===== src/rtl/menu_pkg.sv =====
// Shared constants and FSM encoding for the menu/OSD text reader.
package menu_pkg;
  localparam int MENU_COLS = 32;
  localparam int GLYPH_H   = 8;

  localparam logic [10:0] DEF_FONT_BASE = 11'h400;
  localparam logic [10:0] DEF_TEXT_BASE = 11'h000;

  typedef enum logic [1:0] {IDLE, CHAR, GLYPH, DRAIN} state_e;
endpackage


===== src/rtl/menu_line_buf.sv =====
// Double-buffered scanline store: 32 glyph bytes + invert bits + blank flag per bank.
module menu_line_buf
  import menu_pkg::*;
(
  input  logic       clk,
  input  logic       reset,
  input  logic       swap_i,
  input  logic       set_back_blank_i,
  input  logic       set_front_blank_i,
  input  logic       clr_back_blank_i,
  input  logic       we_glyph_i,
  input  logic       we_inv_i,
  input  logic [4:0] wr_col_i,
  input  logic [7:0] wr_data_i,
  input  logic [4:0] rd_col_i,
  input  logic [2:0] rd_bit_i,
  output logic       rd_pix_o
);

  logic [1:0][MENU_COLS-1:0][7:0] glyph_q;
  logic [1:0][MENU_COLS-1:0]      inv_q;
  logic [1:0]                     blank_q;
  logic                           front_q;
  logic                           back;

  assign back = ~front_q;

  always_ff @(posedge clk) begin
    if (we_glyph_i) glyph_q[back][wr_col_i] <= wr_data_i;
    if (we_inv_i)   inv_q[back][wr_col_i]   <= wr_data_i[7];
  end

  // Blank controls are expressed against the pre-swap bank roles.
  always_ff @(posedge clk) begin
    if (reset) begin
      blank_q <= 2'b11;
      front_q <= 1'b0;
    end else begin
      if (swap_i)            front_q         <= ~front_q;
      if (set_back_blank_i)  blank_q[back]    <= 1'b1;
      if (set_front_blank_i) blank_q[front_q] <= 1'b1;
      if (clr_back_blank_i)  blank_q[back]    <= 1'b0;
    end
  end

  assign rd_pix_o = ~blank_q[front_q] &
                    (glyph_q[front_q][rd_col_i][rd_bit_i] ^ inv_q[front_q][rd_col_i]);

endmodule


===== src/rtl/menu_text_reader.sv =====
// Per-scanline text/glyph fetch from the OSD RAM into a line buffer, plus the pixel register.
module menu_text_reader
  import menu_pkg::*;
#(
  parameter logic [10:0] FONT_BASE = DEF_FONT_BASE,
  parameter logic [10:0] TEXT_BASE = DEF_TEXT_BASE,
  parameter int          TEXT_ROWS = 28
) (
  input  logic        clk,
  input  logic        reset,
  input  logic        line_start,
  input  logic [7:0]  line_y,
  output logic        busy,
  output logic        ram_ce,
  output logic [10:0] ram_addr,
  input  logic [7:0]  ram_dout,
  input  logic        overlay_en,
  input  logic        pix_req,
  input  logic [7:0]  pix_x,
  output logic        pix_valid,
  output logic        pix
);

  localparam int LAST_Y = TEXT_ROWS * GLYPH_H;

  state_e     state_q;
  logic [4:0] col_q;
  logic [4:0] row_q;
  logic [2:0] r_q;
  logic       pix_valid_q;
  logic       pix_q;
  logic       in_text;
  logic       buf_pix;
  logic [4:0] wr_col;

  assign in_text = (int'(line_y) < LAST_Y);
  assign busy    = (state_q != IDLE);

  always_ff @(posedge clk) begin
    if (reset) begin
      state_q <= IDLE;
      col_q   <= '0;
      row_q   <= '0;
      r_q     <= '0;
    end else if (line_start) begin
      col_q   <= '0;
      row_q   <= line_y[7:3];
      r_q     <= line_y[2:0];
      state_q <= in_text ? CHAR : IDLE;
    end else begin
      case (state_q)
        CHAR:    state_q <= GLYPH;
        GLYPH: begin
          if (col_q == 5'(MENU_COLS - 1)) state_q <= DRAIN;
          else begin
            state_q <= CHAR;
            col_q   <= col_q + 5'd1;
          end
        end
        DRAIN:   state_q <= IDLE;
        default: state_q <= IDLE;
      endcase
    end
  end

  // The glyph address depends on the code arriving this cycle, so the bus is decoded, not registered.
  always_comb begin
    ram_ce   = 1'b0;
    ram_addr = '0;
    case (state_q)
      CHAR: begin
        ram_ce   = 1'b1;
        ram_addr = TEXT_BASE + {1'b0, row_q, col_q};
      end
      GLYPH: begin
        ram_ce   = 1'b1;
        ram_addr = FONT_BASE + {1'b0, ram_dout[6:0], r_q};
      end
      default: ;
    endcase
  end

  // In CHAR the byte on ram_dout belongs to the previous column.
  assign wr_col = (state_q == CHAR) ? col_q - 5'd1 : col_q;

  menu_line_buf u_buf (
    .clk              (clk),
    .reset            (reset),
    .swap_i           (line_start),
    .set_back_blank_i (line_start & busy),
    .set_front_blank_i(line_start & ~in_text),
    .clr_back_blank_i ((state_q == DRAIN) & ~line_start),
    .we_glyph_i       ((((state_q == CHAR) && (col_q != 5'd0)) || (state_q == DRAIN)) & ~line_start),
    .we_inv_i         ((state_q == GLYPH) & ~line_start),
    .wr_col_i         (wr_col),
    .wr_data_i        (ram_dout),
    .rd_col_i         (pix_x[7:3]),
    .rd_bit_i         (pix_x[2:0]),
    .rd_pix_o         (buf_pix)
  );

  always_ff @(posedge clk) begin
    if (reset) begin
      pix_valid_q <= 1'b0;
      pix_q       <= 1'b0;
    end else begin
      pix_valid_q <= pix_req;
      if (pix_req) pix_q <= overlay_en & buf_pix;
    end
  end

  assign pix_valid = pix_valid_q;
  assign pix       = pix_q;

endmodule


===== config.mk =====
export PLATFORM = sky130hd
export DESIGN_NAME = menu_text_reader
export DESIGN_NICKNAME = d
export VERILOG_FILES = /design/src/rtl/menu_pkg.sv /design/src/rtl/menu_line_buf.sv /design/src/rtl/menu_text_reader.sv
export SDC_FILE = /design/constraint.sdc
export NUM_CORES = 1
export LEC_CHECK = 0
export CAP_MARGIN = 20
export CORE_MARGIN = 2
export CORE_UTILIZATION = 61
export CTS_CLUSTER_SIZE = 20
export DETAILED_ROUTE_END_ITERATION = 10
export GPL_ROUTABILITY_DRIVEN = 0
export PLACE_DENSITY = 0.82
export SETUP_SLACK_MARGIN = 0.15
export SLEW_MARGIN = 5
export SYNTH_ARGS = -nofsm -noshare
export SYNTH_HDL_FRONTEND = slang
export SYNTH_HIERARCHICAL = 1
export SYNTH_SLANG_ARGS = --single-unit

===== constraint.sdc =====
create_clock -name clk -period 6.3 [get_ports clk]
set_clock_uncertainty 0.2 [all_clocks]
set_input_delay 0.945 -clock clk [delete_from_list [all_inputs] [get_ports clk]]
set_output_delay 0.945 -clock clk [all_outputs]
set_load 0.02 [all_outputs]

==> summary.md <==
| Metric | Value |
|---|---|
| LEAKAGE | `8.21 nW` |
| Post-Syn Area | `23900 µm²` |
| TNS Setup | `0 ns` |
| Ranking of synthesized cells by instance count | `edfxtp_1 (576), nor2_1 (158), mux4_2 (121)` |
| Met3 WL | `slightly below 7 mm` |
| Largest net degree at the start of global routing | `129` |
| Top-count cell post-synth | `edfxtp_1` |
| Post-synth top area share | `72.2%` |
| Max-slew violations | `0` |
| CTS resizes | `0` |
| Max_cap viols | `0` |
| Post-Route WL | `57.3 mm` |
| Via density | `~7` |
| Syn Nets | `1333` |
| Dpl hpwl | `between 30 and 40 mm` |
| DR DRC count | `0` |
| Main synth FF type | `edfxtp_1` |
| Share of flip-flops with an asynchronous set or reset | `0%` |
| Largest fanout on the critical path | `30` |
| Largest cells by area after synthesis | `edfxtp_1 (72%), mux4_2 (11%), mux2i_1 (3.2%)` |
| CORE AREA | `38700 µm²` |
| Met2 WL | `roughly 27 mm` |
| Distinct cells, synth | `55` |
| Dpl ws | `1.26 ns` |
| Final net count | `1384` |
| Mean area per synthesized cell | `18.5 µm²` |
| Initial core utilization | `61.8%` |
| Die width | `202 µm` |
| Relative slew slack | `23.8%` |
| CTS Sinks | `596` |
| Chip height | `202 µm` |
| Vias in the first global route | `around 13k` |
| Clk slew on worst S/H paths | `0.06 ns` |
| Setup CP Type | `in -> reg` |
| RSZ-0062 raised after global routing | `no` |
| Initial drt markers | `1704` |
| Congestion Overflow GR | `0` |
| CP Launch Type | `primary input` |
| Layout area overhead | `11.1%` |
| Max Fclk | `219 MHz` |
| CP arrival | `4.89 ns` |
| Top sig layer | `met5` |
| Overall routing resource usage | `28.4%` |
| Syn Inst Count | `1296` |
| Number of H-tree levels | `2` |
| Final hold violations | `0` |
| Worst Max-Slew Pin Slew | `1.14 ns` |
| Initial antenna violation count | `3` |
| Port Buf Inserts | `43` |
| Fin crit share | `72.3%` |
| Post-synth EDFFs | `576` |
| Post-layout min period | `4.56 ns` |
| CTS tree | `done` |
| First-pass GRT wire length | `83.8 mm` |
| Max clock buf depth | `3` |
| Largest area contributor in the netlist | `edfxtp_1` |
| Number of detailed-route iterations in the first pass | `7` |
| Routed len/inst | `29.9 µm` |
| DIE AREA | `about 41000 µm²` |
| IO Count | `44` |
| Synth warn | `6` |
| FF+latch count, synth | `596` |
| Root Driver | `clkbuf_16` |
| Crit end category | `register` |
| Final setup fails | `0` |
| VDD IR max | `between 0.2 and 0.3 mV` |
| Met1 Routed Length | `20.6 mm` |
| # hold bufs at CTS | `0` |
| Sequential area share after synthesis | `73.9%` |
| Status | `completed` |
| PD cells | `308 nW/µm²` |
| Share of layout cells above drive strength 1 | `17.8%` |
| Fin worst setup slack | `roughly 1.7 ns` |
| CP required | `~6.6 ns` |
| Worst hold path class | `reg -> reg` |
| Post-CTS setup buffers | `0` |
| Vias | `13.0k` |
| Routed Antenna Nets | `0` |
| TritonCTS Buffers | `between 50 and 60` |
| Worst-skew pair later-pin latency | `0.62 ns` |
| Row cnt | `72` |
[sequential cells by signal, summed over array words and instances (netlist names), 2 cells and up]
name / flops
u_buf/glyph_q: 512
u_buf/inv_q: 64
col_q: 5
row_q: 5
r_q: 3
state_q: 2
u_buf/blank_q: 2
[cells in the final DEF, fill, tap and decap left out, drive strengths merged, types with 4 or more instances in the layout]
master and count:
o21ai 7, o22ai 16, a211oi 7, a22oi 16, clkbuf 70, bufinv 4
nand3 14, nand2b 7, nand2 36, mux4 121, ha 8, o221ai 28
clkdlybuf4s50 34, nor3 17, buf 33, clkinvlp 8, dfxtp 20, edfxtp 576
nor2 158, clkinv 25, a21oi 24, mux2i 76, a22o 6, nand3b 4
inv 11, nor2b 24
[critical path, stage by stage]
cell and delay [ns]:
clkdlybuf4s50_1 0.69, buf_4 0.36, nand2b_1 0.82, o221ai_1 0.23, o221ai_1 0.24, o31ai_1 0.11
o41ai_1 0.46, a211oi_1 0.10, a22oi_1 0.43, mux2i_1 0.24, nand3_1 0.08, a21oi_1 0.15
[cell families after synthesis]
kind of cell	share of synthesized area, %
flip-flops	73.9
AND/OR/NAND/NOR	5.18
multiplexers	14.7
AO/OA/AOI/OAI	3.66
buffers and inverters	1.95
adder cells (fa/ha/maj)	0.418
XOR/XNOR	0.220
[report_power, final]
group	total (mW)	switching [mW]	internal [mW]
logic	0.519	0.313	0.206
registers	4.37	0.0198	4.35
clock network	3.32	1.45	1.86
total	8.20	1.79	6.41
[worst paths after layout]
| kind | depth (start not counted) | from | end | slack [ns] |
|---|---|---|---|---|
| worst max-delay path | 12 | pix_x[4] | pix | 1.74 |
| worst max register to register | 10 | u_buf/front_q | pix | 1.89 |
| worst min-delay path | 2 | row_q[3] | row_q[3] | 0.30 |
| worst min register to register | 2 | row_q[3] | row_q[3] | 0.30 |
[final cells by class]
cell class	count	area [µm²]
Antenna cell	1	2.50
Clock buffer	70	1510
Clock inverter	37	300
Fill cell	2358	12100
Inverter	11	41.3
Multi-Input combinational cell	614	5780
Sequential cell	596	17700
Tap cell	518	648
Timing Repair Buffer	67	616
[per-layer routing]
metal / track usage [%] / up-vias
li1: - / 5329
met1: 38.8 / 6574
met2: 44.6 / 933
met3: 7.51 / 183
met4: 11.2 / 2
met5: 0 / -
[per-stage QoR]
step | util, % | hold slack (ns) | instances | area [µm²] | power (mW)
after floorplan | - | 0.261 | 1296 | 23900 | 4.77
after detailed placement | 63.9 | 0.287 | 1805 | 24800 | 4.95
after global routing | 68.6 | 0.343 | 1914 | 26600 | 8.39
final | 68.6 | 0.301 | 1914 | 26600 | 8.20
after CTS | 68.6 | 0.304 | 1912 | 26600 | 8.22
after global placement | 63.9 | 0.274 | 1805 | 24800 | 4.94
(Power assumes the default switching activity.)
